`config.mk`:
```
export PLATFORM = sky130hd
export DESIGN_NAME = bcd_serial_addsub
export DESIGN_NICKNAME = d
export VERILOG_FILES = /design/src/rtl/bcd_pkg.sv /design/src/rtl/bcd_digit_cell.sv /design/src/rtl/bcd_serial_addsub.sv
export SDC_FILE = /design/constraint.sdc
export NUM_CORES = 1
export LEC_CHECK = 0
export ABC_AREA = 1
export BUFFER_PORTS_ARGS = -buffer_cell sky130_fd_sc_hd__buf_2
export CAP_MARGIN = 20
export CORE_MARGIN = 2
export CORE_UTILIZATION = 45
export CTS_BUF_LIST = sky130_fd_sc_hd__clkbuf_8 sky130_fd_sc_hd__clkbuf_16
export DETAILED_ROUTE_END_ITERATION = 8
export PLACE_DENSITY_LB_ADDON = 0.12
export SYNTH_ARGS = -nofsm -noshare
export SYNTH_HDL_FRONTEND = slang
export SYNTH_HIERARCHICAL = 1
export SYNTH_SLANG_ARGS = --single-unit
```
`constraint.sdc`:
```
create_clock -name clk -period 4 [get_ports clk]
set_clock_uncertainty 0.05 [all_clocks]
set_input_delay 0.6 -clock clk [delete_from_list [all_inputs] [get_ports clk]]
set_output_delay 0.6 -clock clk [all_outputs]
set_load 0.05 [all_outputs]
```
`src/rtl/bcd_pkg.sv`:
```
// rtl/bcd_pkg.sv - shared constants and types for the serial packed-BCD add/subtract engine
package bcd_pkg;

    localparam int         BCD_W      = 4;
    localparam logic [3:0] BCD_NINE   = 4'd9;
    localparam logic [3:0] BCD_CORR   = 4'd6;

    localparam logic       BCD_OP_ADD = 1'b0;
    localparam logic       BCD_OP_SUB = 1'b1;

    typedef enum logic [1:0] {
        IDLE = 2'd0,
        RUN  = 2'd1,
        DONE = 2'd2
    } bcd_seq_state_t;

endpackage

```
`src/rtl/bcd_digit_cell.sv`:
```
// rtl/bcd_digit_cell.sv - combinational single-digit BCD adder with decimal correction
module bcd_digit_cell
    import bcd_pkg::*;
(
    input  logic [BCD_W-1:0] x,
    input  logic [BCD_W-1:0] y,
    input  logic             ci,
    output logic [BCD_W-1:0] d,
    output logic             co
);

    logic [BCD_W:0] t;

    // Non-BCD input digits still follow the same rule so results stay deterministic.
    always_comb begin
        t = {1'b0, x} + {1'b0, y} + {{BCD_W{1'b0}}, ci};
        if (t > 5'd9) begin
            d  = t[BCD_W-1:0] + BCD_CORR;
            co = 1'b1;
        end else begin
            d  = t[BCD_W-1:0];
            co = 1'b0;
        end
    end

endmodule

```
`src/rtl/bcd_serial_addsub.sv`:
```
// rtl/bcd_serial_addsub.sv - digit-serial packed-BCD add/subtract, one digit per cycle, LSD first
module bcd_serial_addsub
    import bcd_pkg::*;
#(
    parameter int DIGITS = 4
) (
    input  logic                  clk,
    input  logic                  rst,
    input  logic                  in_valid,
    output logic                  in_ready,
    input  logic                  op,
    input  logic                  cin,
    input  logic [4*DIGITS-1:0]   a,
    input  logic [4*DIGITS-1:0]   b,
    output logic                  out_valid,
    input  logic                  out_ready,
    output logic [4*DIGITS-1:0]   sum,
    output logic                  cout,
    output logic                  err
);

    localparam int IDX_W = $clog2(DIGITS);

    bcd_seq_state_t      state;
    logic [IDX_W-1:0]    idx;
    logic                carry;
    logic                op_r;
    logic [4*DIGITS-1:0] a_r;
    logic [4*DIGITS-1:0] b_r;
    logic [4*DIGITS-1:0] sum_r;
    logic                err_r;

    logic [BCD_W-1:0]    a_dig;
    logic [BCD_W-1:0]    b_dig;
    logic [BCD_W-1:0]    y_dig;
    logic [BCD_W-1:0]    cell_d;
    logic                cell_co;

    assign a_dig = a_r[BCD_W*int'(idx) +: BCD_W];
    assign b_dig = b_r[BCD_W*int'(idx) +: BCD_W];
    // Subtract is nines-complement of B plus an initial carry of 1.
    assign y_dig = (op_r == BCD_OP_SUB) ? BCD_NINE - b_dig : b_dig;

    bcd_digit_cell u_cell (
        .x  (a_dig),
        .y  (y_dig),
        .ci (carry),
        .d  (cell_d),
        .co (cell_co)
    );

    always_ff @(posedge clk) begin
        if (rst) begin
            state <= IDLE;
            idx   <= '0;
            carry <= 1'b0;
            op_r  <= BCD_OP_ADD;
            a_r   <= '0;
            b_r   <= '0;
            sum_r <= '0;
            err_r <= 1'b0;
        end else begin
            case (state)
                IDLE: begin
                    if (in_valid) begin
                        a_r   <= a;
                        b_r   <= b;
                        op_r  <= op;
                        err_r <= 1'b0;
                        idx   <= '0;
                        carry <= (op == BCD_OP_SUB) ? 1'b1 : cin;
                        state <= RUN;
                    end
                end
                RUN: begin
                    sum_r[BCD_W*int'(idx) +: BCD_W] <= cell_d;
                    carry <= cell_co;
                    err_r <= err_r | (a_dig > BCD_NINE) | (b_dig > BCD_NINE);
                    if (idx == IDX_W'(DIGITS - 1)) begin
                        state <= DONE;
                    end else begin
                        idx <= idx + 1'b1;
                    end
                end
                DONE: begin
                    if (out_ready) begin
                        state <= IDLE;
                    end
                end
                default: state <= IDLE;
            endcase
        end
    end

    assign in_ready  = (state == IDLE) && !rst;
    assign out_valid = (state == DONE);
    assign sum       = sum_r;
    assign cout      = carry;
    assign err       = err_r;

endmodule

```
# ---- Word-level counts from Yosys, hierarchy flattened
# Index checks and enable logic that the tools add are counted.
dict set report totals {
  word_cells 54
  register_bits 55
  out_inout_bits 20
}
dict set report op_classes {
  order_cmp 3
  muxes 16
  eq_ne 7
  n_bitwise 2
  shifts 4
  n_addsub 6
  reduce_logical 8
}
# op count
set op_table {}
lappend op_table {{$neg 4->33} 1}
lappend op_table {{$shift 4x33->16 const A} 1}
lappend op_table {{$shiftx 4x33->16} 1}
lappend op_table {{$shiftx 16x5->4} 2}
lappend op_table {{$bwmux 16} 1}
lappend op_table {{$mux 2} 5}
lappend op_table {{$gt 4x4->1 const B} 2}
lappend op_table {{$mux 4} 2}
lappend op_table {{$ne 2x2->1 const B} 3}
lappend op_table {{$pmux 2 s3} 1}
lappend op_table {{$reduce_and 3->1} 2}
lappend op_table {{$add 4x4->5} 1}
lappend op_table {{$add 5x1->5} 1}
lappend op_table {{$gt 5x4->1 const B} 1}
lappend op_table {{$add 4x3->4 const B} 1}
lappend op_table {{$eq 2x2->1 const B} 2}
lappend op_table {{$mux 1} 4}
lappend op_table {{$pmux 1 s2} 2}
lappend op_table {{$pmux 2 s2} 1}
lappend op_table {{$reduce_and 2->1} 2}
lappend op_table {{$sub 4x4->4 const A} 1}
lappend op_table {{$add 2x1->2 const B} 1}
lappend op_table {{$eq 2x1->1 const B} 1}
lappend op_table {{$logic_not 2->1} 1}
lappend op_table {{5 further kinds} 6}

# ---- Depth between registers and ports, before layout
# Gate-level depths: netlist of the first run.
dict set report logic_depth {
  ltp_word 9
  depth_mapped 21
  ltp_nobuf 21
}

# ---- Hierarchy
# The synthesis of the first run kept the hierarchy.
# module cells_per_inst area_per_inst_um2 n_inst seq_area_each_um2
set modules_own_cells {}
lappend modules_own_cells {bcd_serial_addsub 348 2459.9 1 1101.1}
lappend modules_own_cells {bcd_digit_cell 45 299.0 1 0.0}

# ---- Least setup slack after synthesis of the first run
# OpenSTA, ideal clock, no wires.
dict set report synth_timing {
  path_type {register -> register}
  startpoint {register idx[0]}
  endpoint {register sum_r[1], in the netlist sum[1]}
  n_path_buf 2
  stages_incl_launch_ff 20
  synth_period_minus_slack_ns 3.383
  slack_ns 0.617
  arrival_time_ns 3.263
  path_cell_list {dfxtp_1 -> buf_4 -> buf_4 -> nand2_1 -> nand3_1 -> nand2_1 -> xnor2_1 -> fa_1 -> fa_1 -> nand2_1 -> nand2_2 -> ha_1 -> a21oi_4 -> nand2_4 -> nand2_4 -> nand2_1 -> nand2_1 -> nand2_1 -> or3_1 -> a21oi_1}
}
dict set report synth_between {
  elab_chain_len 9
}
# element line
set synth_rtl {}
lappend synth_rtl {{from (decl)} bcd_serial_addsub.sv:25} ;# logic [IDX_W-1:0] idx;
lappend synth_rtl {{from (signal assigned)} bcd_serial_addsub.sv:82} ;# idx <= idx + 1'b1;
lappend synth_rtl {{$shiftx 16x5->4 *} bcd_serial_addsub.sv:40} ;# assign b_dig = b_r[BCD_W*int'(idx) +: BCD_W];
lappend synth_rtl {{$sub 4x4->4} bcd_serial_addsub.sv:42} ;# assign y_dig = (op_r == BCD_OP_SUB) ? BCD_NINE - b_dig : b_dig;
lappend synth_rtl {{$mux 4 *} bcd_serial_addsub.sv:42}
lappend synth_rtl {{net y_dig[0]} bcd_serial_addsub.sv:35} ;# logic [BCD_W-1:0] y_dig;
lappend synth_rtl {{$add 4x4->5 *} bcd_digit_cell.sv:16} ;# t = {1'b0, x} + {1'b0, y} + {{BCD_W{1'b0}}, ci};
lappend synth_rtl {{$add 5x1->5 *} bcd_digit_cell.sv:16}
lappend synth_rtl {{$add 4x3->4 or $gt 5x4->1 (tied branches)} {bcd_digit_cell.sv:18, bcd_digit_cell.sv:17}}
lappend synth_rtl {{$mux 4 *} bcd_digit_cell.sv:17} ;# if (t > 5'd9) begin
lappend synth_rtl {{net cell_d[1]} bcd_serial_addsub.sv:36} ;# logic [BCD_W-1:0] cell_d;
lappend synth_rtl {{$shiftx 4x33->16 *} bcd_serial_addsub.sv:76} ;# sum_r[BCD_W*int'(idx) +: BCD_W] <= cell_d;
lappend synth_rtl {{$bwmux 16 *} bcd_serial_addsub.sv:76}
lappend synth_rtl {{to (signal, indexed assignment)} bcd_serial_addsub.sv:76}
lappend synth_rtl {{to (decl)} bcd_serial_addsub.sv:30} ;# logic [4*DIGITS-1:0] sum_r;
# The timed path passes the listed nets; every way through them passes the cells marked *.
# A chain may end at the register's enable or synchronous reset.

# ---- Worst setup path in the final report of the first run
# Ends and elaborated chain as after synthesis.

==> results of run 1 <==
## kinds of logic (layout without fill, tap and decap cells)
logic type | count (synthesis) | count (layout) | synth area share [%]
DFF | 55 | 55 | 39.9
buffers and inverters | 50 | 102 | 8.16
xor gates and xnor gates | 2 | 2 | 0.635
adders and majority gates | 13 | 13 | 6.44
AOI/OAI and AO/OA | 67 | 67 | 13.0
and+or+nand+nor | 206 | 206 | 31.8
## power groups by stage
stage               clock network, mW  registers, mW  logic, mW
CTS                             0.333          0.611      0.442
global placement                    0          0.624      0.433
global route                    0.353          0.615      0.503
detailed placement                  0          0.624      0.440
floorplan                           0          0.636      0.335
finish                          0.323          0.611      0.442
## registers in the layout, indices dropped and copies added, names as in the netlist
signal  count
idx         2
cout        1
op_r        1
a_r        16
b_r        16
state       2
err         1
sum        16
## worst register-to-register path: stages, from the launching register on
cell     delay [ns]
dfxtp_1        0.68
inv_4          0.17
nand2_1        0.10
nand3_1        0.06
nand2_1        0.09
xnor2_1        0.09
fa_1           0.48
fa_1           0.41
nand2_1        0.11
nand2_2        0.09
ha_1           0.26
a21oi_4        0.15
nand2_4        0.08
nand2_4        0.07
nand2_1        0.05
nand2_1        0.10
nand2_1        0.06
or3_1          0.37
a21oi_1        0.12
## metal layers
layer | vias to the layer above | GRT usage (%) | part of all wire, %
met3 | 6 | 3.80 | 3.8
met4 | 0 | 5.50 | 1.0
li1 | 1359 | - | -
met5 | - | 0 | 0
met1 | 1151 | 23.7 | 46
met2 | 45 | 34.4 | 49
## cell type report
class                   count  area [µm²]  area share [%]
well taps                  75        93.8            2.97
multi-input cells         288        1430            45.3
flip-flops and latches     55        1100            34.8
clock inverters             2        12.5           0.395
repair buffers             61         315            9.96
inverters                  33         126            3.99
clock buffers               6        82.6            2.61
## final timing paths
kind / startpoint / end / slack [ns] / cells past startpoint
max: idx[0] / sum[1] / 0.36 / 18
min: sum[2] / sum[2] / 0.41 / 2
max reg2reg: idx[0] / sum[1] / 0.36 / 18
min reg2reg: sum[2] / sum[2] / 0.41 / 2
## synth_stat cells (all sizes together)
cell	count	share of area [%]
buf	12	2.9
o22ai	1	0.23
xnor2	1	0.32
a21oi	23	4.7
o211ai	2	0.54
nor2	78	11
clkbuf	5	0.68
nand3	29	5.6
o21ai	40	7.3
nand4	6	1.4
inv	33	4.6
ha	11	5.0
xor2	1	0.32
nor3	1	0.18
fa	2	1.5
dfxtp	55	40
a22oi	1	0.27
or3	3	0.68
nand2	89	13
## metrics by stage
stage                     instances  util (%)  hold slack, ns
after floorplan                 393         -           0.379
after global placement          512      51.8           0.399
after detailed placement        512      51.8           0.403
after CTS                       520      53.4           0.417
after global routing            520      53.4           0.434
final                           520      53.4           0.415
==> impl_metrics.csv, run 1 <==
group,metric,value,unit
sta,timing.final.crit_share,90.9,%
layout,layout_commonest_cell,"nand2_1",
flow_run,max-cap-violations,0,
power,seqPwrFrac,44.4,%
clocking,clk_pin_slew,0.10,ns
worst_setup_path,cpLargestDelayFamily,"simple AND/OR/NAND/NOR gates",
grt,gr-total-overflow,0,
placement,numPortBuffers,57,
logic_synthesis,synth_cell_types,32,
clocking,ctsResizeCount,0,
clocking,clkSinkCount,55,
worst_setup_path,cp.required,4.19,ns
logic_synthesis,synth_nets,444,
power,p_leak,1.55,nW
logic_synthesis,yosysSeqAreaShare,39.9,%
grt,track_usage,19.4,%
worst_setup_path,cpMostUsedCell,"nand2_1",
worst_setup_path,crit_path_max_incr_delay,0.68,ns
worst_setup_path,critPathMaxFanout,16,
floorplan,start_util,46.6,%
power,p_switching,0.497,mW
min_path,min_path_type,"flip-flop to flip-flop",
sta,worst_slack,0.365,ns
floorplan,die_area,6770,µm²
placement,place_hpwl,4610,µm
detailed_routing,routedWlPerCell,11.8,µm
clocking,cts.path.max_buffers,2,
logic_synthesis,synth_area_per_cell,7.02,µm²
clocking,clock_latency,0.31,ns
floorplan,core,5920,µm²
detailed_routing,remaining_drc_errors,0,
logic_synthesis,ys_ff_latch,55,
sta,finalSetupTns,0,ns
detailed_routing,dr.first_iter.drc_count,97,
grt,grt_pass1_vias,2189,
power,p_int,0.878,mW
layout,final_cell_mix,"nand2_1, nor2_1, buf_2, dfxtp_1, o21ai_0",
logic_synthesis,syn_area,2760,µm²
clocking,htree_levels,2,
sta,hold_violations,0,
power,power,1.38,mW
worst_setup_path,startpoint_type,"flip-flop",
detailed_routing,avgViaCountPerCell,4.93,
placement,routabilityCongestion,0.892,
layout,syn2layout_area_growth,14.7,%
floorplan,dieHeight,82.3,µm
power,vdd_drop_max,180,µV
placement,dpl_worst_slack,0.403,ns
sta,fmax,0.275,GHz
grt,grt_pass1_wl,10100,µm
worst_setup_path,worstPathCellList,"inv_4, nand2_1, nand3_1, nand2_1, xnor2_1, fa_1, fa_1, nand2_1, nand2_2, ha_1, a21oi_4, nand2_4, nand2_4, nand2_1, nand2_1, nand2_1, or3_1, a21oi_1",
sta,final_max_slew_viol_count,0,
clocking,cts_made_buffers,5,
layout,layout-drive-gt1-share,19.1,%
worst_setup_path,path_class,"flip-flop to flip-flop",
worst_setup_path,crit_arrival,3.83,ns
detailed_routing,dr.pass1.iters,4,
clocking,root_buffer,"clkbuf_8",
layout,diodes,0,
detailed_routing,vias,2561,
power,combPwrFrac,32.1,%
worst_setup_path,critPathSlowestCell,"dfxtp_1",
sta,setup_viol,0,
sta,finalCriticalPeriod,3.64,ns
worst_setup_path,crit_buf_inv,1,
worst_setup_path,endpoint_kind,"flip-flop",
layout,n_fill_cell,615,
run_status,outcome,"finished clean",
power,powerDensity,435,nW/µm²
logic_synthesis,syn_inst,393,
detailed_routing,ant_nets,0,
sta,worst_pin_slew,0.789,ns
sta,rsz0062_at_grt,"false",
power,share_clk_of_total_power,23.5,%
clocking,cts_hold_buffers,0,
clocking,post-cts-setup-buffer-count,0,
floorplan,rows,28,
layout,nNetsFinal,495,
grt,antenna_found_initial,0,
power,switching_share,36.1,%
detailed_routing,wl,6150,µm
grt,grt_max_degree,39,
logic_synthesis,ys.warnings.count,6,
sta,max_slew_margin,47.4,%
clocking,cts_tree,"done",
floorplan,boundaryPins,58,
layout,finalInstanceArea,3160,µm²
floorplan,die_x,82.3,µm
placement,placed_cell_area,3070,µm²
(Power assumes the default switching activity.)
==> run 2, diff against run 1 <==
--- a/config.mk
+++ b/config.mk
@@ -5,7 +5,6 @@
 export SDC_FILE = /design/constraint.sdc
 export NUM_CORES = 1
 export LEC_CHECK = 0
-export ABC_AREA = 1
 export BUFFER_PORTS_ARGS = -buffer_cell sky130_fd_sc_hd__buf_2
 export CAP_MARGIN = 20
 export CORE_MARGIN = 2
==> impl_metrics.csv, run 2 <==
group,metric,value,unit
layout,multi_input_area,1370,µm²
logic_synthesis,synthArstFlopShare,0,%
logic_synthesis,synth_largest_area_cell,"dfxtp_1",
power,share_clk_of_total_power,25.6,%
clocking,htree_levels,2,
grt,grt_pass1_vias,2006,
clocking,cts_made_buffers,5,
worst_setup_path,crit_cells,11,
logic_synthesis,synth_top_area_share,42.8,%
detailed_routing,remaining_drc_errors,0,
clocking,cts_hold_buffers,0,
worst_setup_path,cp.required,4.20,ns
placement,place_hpwl,4150,µm
layout,final_cells,409,
worst_setup_path,critPathMaxFanout,4,
min_path,min_path_type,"flip-flop to flip-flop",
logic_synthesis,syn_area,2570,µm²
power,combPwrFrac,21.8,%
placement,numPortBuffers,57,
sta,hold_violations,0,
clocking,cts_tree,"done",
worst_setup_path,crit_buf_inv,0,
worst_setup_path,cpLargestDelayFamily,"adder cells",
floorplan,die_area,6330,µm²
detailed_routing,avgViaCountPerCell,5.09,
logic_synthesis,synth_area_per_cell,9.09,µm²
logic_synthesis,yosysMostFrequentCell,"nand2_1",
logic_synthesis,syn_inst,283,
worst_setup_path,critPathLaunch,"idx[0]",
power,switching_share,30.0,%
floorplan,core,5510,µm²
worst_setup_path,r2r_start,"idx[0]",
worst_setup_path,endpoint,"sum[10]",
detailed_routing,routedWlPerCell,13.6,µm
clocking,cts.path.max_buffers,2,
worst_setup_path,path_class,"flip-flop to flip-flop",
detailed_routing,wl,5540,µm
power,p_switching,0.337,mW
power,vdd_drop_max,244,µV
run_status,outcome,"finished clean",
power,powerDensity,375,nW/µm²
worst_setup_path,reg2reg_to,"sum[10]",
power,p_leak,1.26,nW
clocking,clkSinkCount,55,
sta,fmax,0.275,GHz
worst_setup_path,critPathSlowestCell,"mux4_2",
clocking,clk_pin_slew,0.09,ns
floorplan,boundaryPins,58,
logic_synthesis,yosysSeqAreaShare,42.8,%
logic_synthesis,synth_common_cells,"nand2_1, dfxtp_1, a21oi_1, nor2_1, a22oi_1",
worst_setup_path,startpoint_type,"flip-flop",
worst_setup_path,worstPathCellList,"mux4_2, xor2_1, fa_1, fa_1, xnor2_1, ha_1, a31o_1, o31ai_4, mux2i_2, a22oi_1, nor2_1",
layout,regArea,1100,µm²
sta,max_slew_margin,57.9,%
logic_synthesis,synth_cell_types,38,
logic_synthesis,ys_ff_latch,55,
floorplan,start_util,46.7,%
clocking,post-cts-setup-buffer-count,0,
detailed_routing,ant_nets,0,
worst_setup_path,crit_arrival,3.84,ns
sta,timing.final.crit_share,91.0,%
floorplan,rows,27,
logic_synthesis,synth_area_leaders,"dfxtp_1, nand2_1, a21oi_1",
worst_setup_path,endpoint_kind,"flip-flop",
worst_setup_path,r2r_slack,0.36,ns
sta,final_max_slew_viol_count,0,
placement,routabilityCongestion,0.846,
logic_synthesis,synth_top_flop_cell,"dfxtp_1",
power,seqPwrFrac,52.6,%
power,power,1.13,mW
sta,finalSetupTns,0,ns
logic_synthesis,ys.warnings.count,6,
sta,rsz0062_at_grt,"false",
worst_setup_path,cpMostUsedCell,"fa_1",
layout,layout-drive-gt1-share,25.8,%
detailed_routing,dr.pass1.iters,4,
layout,n_fill_cell,518,
flow_run,max-cap-violations,0,
sta,worst_pin_slew,0.631,ns
clocking,ctsResizeCount,0,
grt,gr-total-overflow,0,
grt,track_usage,19.3,%
grt,grt_pass1_wl,9520,µm
layout,diodes,0,
layout,final_cell_mix,"nand2_1, buf_2, dfxtp_1, a21oi_1, nor2_1",
layout,syn2layout_area_growth,16.7,%
clocking,root_buffer,"clkbuf_8",
floorplan,die_x,79.6,µm
grt,grt_max_degree,56,
clocking,clock_latency,0.31,ns
detailed_routing,dr.first_iter.drc_count,88,
sta,setup_viol,0,
grt,antenna_found_initial,0,
logic_synthesis,synth_edf_count,0,
power,p_int,0.789,mW
placement,dp.cells,401,
sta,finalCriticalPeriod,3.64,ns
layout,nNetsFinal,387,
worst_setup_path,crit_path_max_incr_delay,0.51,ns
worst_setup_path,rr_worst_depth,11,
floorplan,dieHeight,79.6,µm
layout,layout_commonest_cell,"nand2_1",
logic_synthesis,synth_nets,334,
detailed_routing,vias,2083,
==> run 2: changes by cell type in the layout (fill, tap and decap cells not counted), moves of 17 or more <==
cell / before / now
nand3_1: 27 / 1
nor2_1: 76 / 20
o21ai_0: 39 / 3
a22oi_1: 1 / 18
a21oi_1: 21 / 38
inv_1: 29 / 9
==> run 2: worst min-delay path by stage <==
stage          slack [ns]  endpoint  cells after the start     from
3_3_place_gp         0.39    a_r[1]                      2   a_r[1]
4_1_cts              0.41   a_r[11]                      2  a_r[11]
2_1_floorplan        0.38    a_r[5]                      2   a_r[5]
3_5_place_dp         0.39   a_r[11]                      2  a_r[11]
6_report             0.40   a_r[11]                      2  a_r[11]
5_1_grt              0.42   a_r[11]                      2  a_r[11]
==> run 2: cell type report <==
cell class                      instances  area share, %
Tap cell                               72           3.00
Sequential cell                        55           36.7
Clock buffer                            5           2.29
Timing Repair Buffer                   63           11.0
Inverter                                7          0.875
Clock inverter                          3          0.417
Multi-Input combinational cell        204           45.7
==> run 2: kinds of logic (layout without fill, tap and decap cells) <==
family          count (synthesis)  count (layout)  share of synthesized area, %
flops                          55              55                          42.8
buf+inv                        24              78                          4.28
compound gates                 66              66                          15.8
simple gates                  112             112                          21.2
mux                             9               9                          7.69
fa+ha+maj                      13              13                          6.91
xor+xnor                        4               4                          1.36
==> run 2: power groups by stage <==
stage | registers [mW] | logic (mW) | clock network, mW
after CTS | 0.593 | 0.244 | 0.297
after floorplan | 0.612 | 0.167 | 0
final | 0.592 | 0.246 | 0.288
after detailed placement | 0.605 | 0.244 | 0
after global placement | 0.605 | 0.239 | 0
after global routing | 0.596 | 0.277 | 0.317
==> run 2: stage by stage <==
step,setup slack [ns],cell area [µm²],hold WS [ns],util (%)
4_1_cts,0.261,3000,0.407,54.4
2_1_floorplan,0.344,2570,0.382,-
3_3_place_gp,0.352,2910,0.389,52.9
6_report,0.359,3000,0.404,54.5
5_1_grt,0.0822,3000,0.420,54.5
3_5_place_dp,0.281,2910,0.394,52.9
==> run 2: layer usage <==
metal	share of wire, %	track usage [%]	vias up	routed length, µm
met5	0	0	-	0
met4	1.3	6.21	0	70
met2	44	29.9	47	2430
met3	4.6	3.96	7	256
li1	-	-	1088	-
met1	50	26.8	941	2790
==> run 2: worst min-delay path: stages (launching register included) <==
cell and delay, ns:
dfxtp_1 0.31, nand2_1 0.05, a21oi_1 0.05
==> run 3, diff against run 2 <==
--- a/config.mk
+++ b/config.mk
@@ -7,6 +7,7 @@
 export LEC_CHECK = 0
 export BUFFER_PORTS_ARGS = -buffer_cell sky130_fd_sc_hd__buf_2
 export CAP_MARGIN = 20
+export CORE_ASPECT_RATIO = 0.9
 export CORE_MARGIN = 2
 export CORE_UTILIZATION = 45
 export CTS_BUF_LIST = sky130_fd_sc_hd__clkbuf_8 sky130_fd_sc_hd__clkbuf_16
==> impl_metrics.csv, run 3 (synthesis gave the netlist of run 2 again) <==
group,metric,value,unit
sta,rsz0062_at_grt,"false",
worst_setup_path,critPathSlowestCell,"mux4_2",
worst_setup_path,endpoint_kind,"flip-flop",
floorplan,die_x,83.7,µm
clocking,clock_latency,0.31,ns
layout,n_fill_cell,573,
floorplan,rows,26,
sta,worst_pin_slew,0.639,ns
placement,dp.cells,399,
grt,grt_max_degree,56,
clocking,htree_levels,2,
flow_run,max-cap-violations,0,
sta,timing.hold.ws,0.406,ns
detailed_routing,dr.first_iter.drc_count,117,
power,p_switching,0.344,mW
worst_setup_path,cpMostUsedCell,"fa_1",
layout,postLayoutCoreUtil,53.5,%
clocking,clk_pin_slew,0.10,ns
sta,hold_violations,0,
sta,setup_viol,0,
grt,track_usage,18.7,%
sta,fmax,0.265,GHz
clocking,cts_made_buffers,5,
worst_setup_path,r2r_slack,0.23,ns
worst_setup_path,critPathMaxFanout,4,
placement,place_hpwl,4180,µm
min_path,min_delay_path_depth,2,
sta,max_slew_margin,57.4,%
floorplan,core,5600,µm²
placement,dpl_worst_slack,0.239,ns
power,combPwrFrac,21.8,%
layout,nNetsFinal,387,
grt,antenna_found_initial,0,
run_status,outcome,"finished clean",
worst_setup_path,cpLargestDelayFamily,"adder cells",
layout,syn2layout_area_growth,16.4,%
power,switching_share,30.4,%
detailed_routing,avgViaCountPerCell,5.23,
detailed_routing,wl,5790,µm
grt,grt_pass1_vias,1950,
power,p_int,0.786,mW
floorplan,dieHeight,75.7,µm
detailed_routing,dr.pass1.iters,4,
worst_setup_path,worstPathCellList,"mux4_2, xor2_1, fa_1, fa_1, xnor2_1, ha_1, a31o_1, o31ai_4, mux2i_1, a22oi_1, nor2_1",
layout,finalInstanceArea,2990,µm²
power,p_leak,1.26,nW
worst_setup_path,reg2reg_to,"sum[10]",
floorplan,die_area,6340,µm²
power,share_clk_of_total_power,25.8,%
clocking,ctsResizeCount,0,
worst_setup_path,cp.required,4.20,ns
power,vdd_drop_max,189,µV
power,power,1.13,mW
min_path,hp-start,"a_r[3]",
layout,final_cell_mix,"nand2_1, buf_2, dfxtp_1, a21oi_1, nor2_1",
layout,layout_commonest_cell,"nand2_1",
detailed_routing,remaining_drc_errors,0,
placement,routabilityCongestion,0.740,
sta,finalCriticalPeriod,3.77,ns
clocking,root_buffer,"clkbuf_8",
clocking,post-cts-setup-buffer-count,0,
power,powerDensity,378,nW/µm²
min_path,min_path_type,"flip-flop to flip-flop",
worst_setup_path,crit_buf_inv,0,
layout,final_cells,407,
clocking,clkSinkCount,55,
clocking,cts_hold_buffers,0,
worst_setup_path,rr_worst_depth,11,
detailed_routing,vias,2128,
detailed_routing,ant_nets,0,
placement,numPortBuffers,57,
layout,diodes,0,
detailed_routing,routedWlPerCell,14.2,µm
min_path,hold_path_end,"a_r[3]",
power,seqPwrFrac,52.4,%
worst_setup_path,crit_path_max_incr_delay,0.54,ns
worst_setup_path,startpoint_type,"flip-flop",
worst_setup_path,crit_arrival,3.97,ns
clocking,cts_tree,"done",
sta,finalSetupTns,0,ns
placement,placed_cell_area,2910,µm²
sta,final_max_slew_viol_count,0,
grt,grt_pass1_wl,9250,µm
grt,gr-total-overflow,0,
layout,layout-drive-gt1-share,25.2,%
floorplan,boundaryPins,58,
worst_setup_path,path_class,"flip-flop to flip-flop",
floorplan,start_util,46.0,%
sta,worst_slack,0.229,ns
clocking,cts.path.max_buffers,2,
sta,timing.final.crit_share,94.3,%
worst_setup_path,r2r_start,"idx[0]",
[run 3: worst register-to-register path: stages, from the launching register on]
cell and delay, ns:
dfxtp_1 0.44, mux4_2 0.54, xor2_1 0.17, fa_1 0.47
fa_1 0.41, xnor2_1 0.18, ha_1 0.25, a31o_1 0.23
o31ai_4 0.32, mux2i_1 0.43, a22oi_1 0.12, nor2_1 0.11
[run 3: final cells by class]
| cell class | count | area [µm²] | area share (%) |
|---|---|---|---|
| multi-input cells | 204 | 1370 | 45.7 |
| flip-flops and latches | 55 | 1100 | 36.8 |
| repair buffers | 63 | 330 | 11.0 |
| well taps | 70 | 87.6 | 2.93 |
| clock buffers | 5 | 68.8 | 2.30 |
| inverters | 7 | 26.3 | 0.878 |
| clock inverters | 3 | 12.5 | 0.418 |
[run 3: power by group through the flow]
| stage | logic [mW] | clock network (mW) | registers (mW) |
|---|---|---|---|
| after floorplan | 0.167 | 0 | 0.612 |
| after CTS | 0.247 | 0.303 | 0.592 |
| after detailed placement | 0.247 | 0 | 0.605 |
| after global placement | 0.242 | 0 | 0.605 |
| final | 0.246 | 0.292 | 0.592 |
| after global routing | 0.270 | 0.324 | 0.596 |
[run 3: layer usage]
metal  vias to the layer above  global-route usage (%)  wire length [µm]
met1                      1002                    25.8              2960
met2                        37                    28.8              2520
met5                         -                       0                 0
li1                       1084                       -                 -
met4                         0                    4.48                57
met3                         5                    6.28               250
[run 3: how the worst max path moves through the flow]
stage,from,end,slack (ns),depth (start not counted)
3_3_place_gp,idx[0],sum[15],0.35,11
2_1_floorplan,idx[0],sum[10],0.34,12
6_report,idx[0],sum[10],0.23,11
5_1_grt,idx[0],sum[11],0.002,11
3_5_place_dp,idx[0],sum[10],0.24,11
4_1_cts,idx[0],sum[10],0.21,11
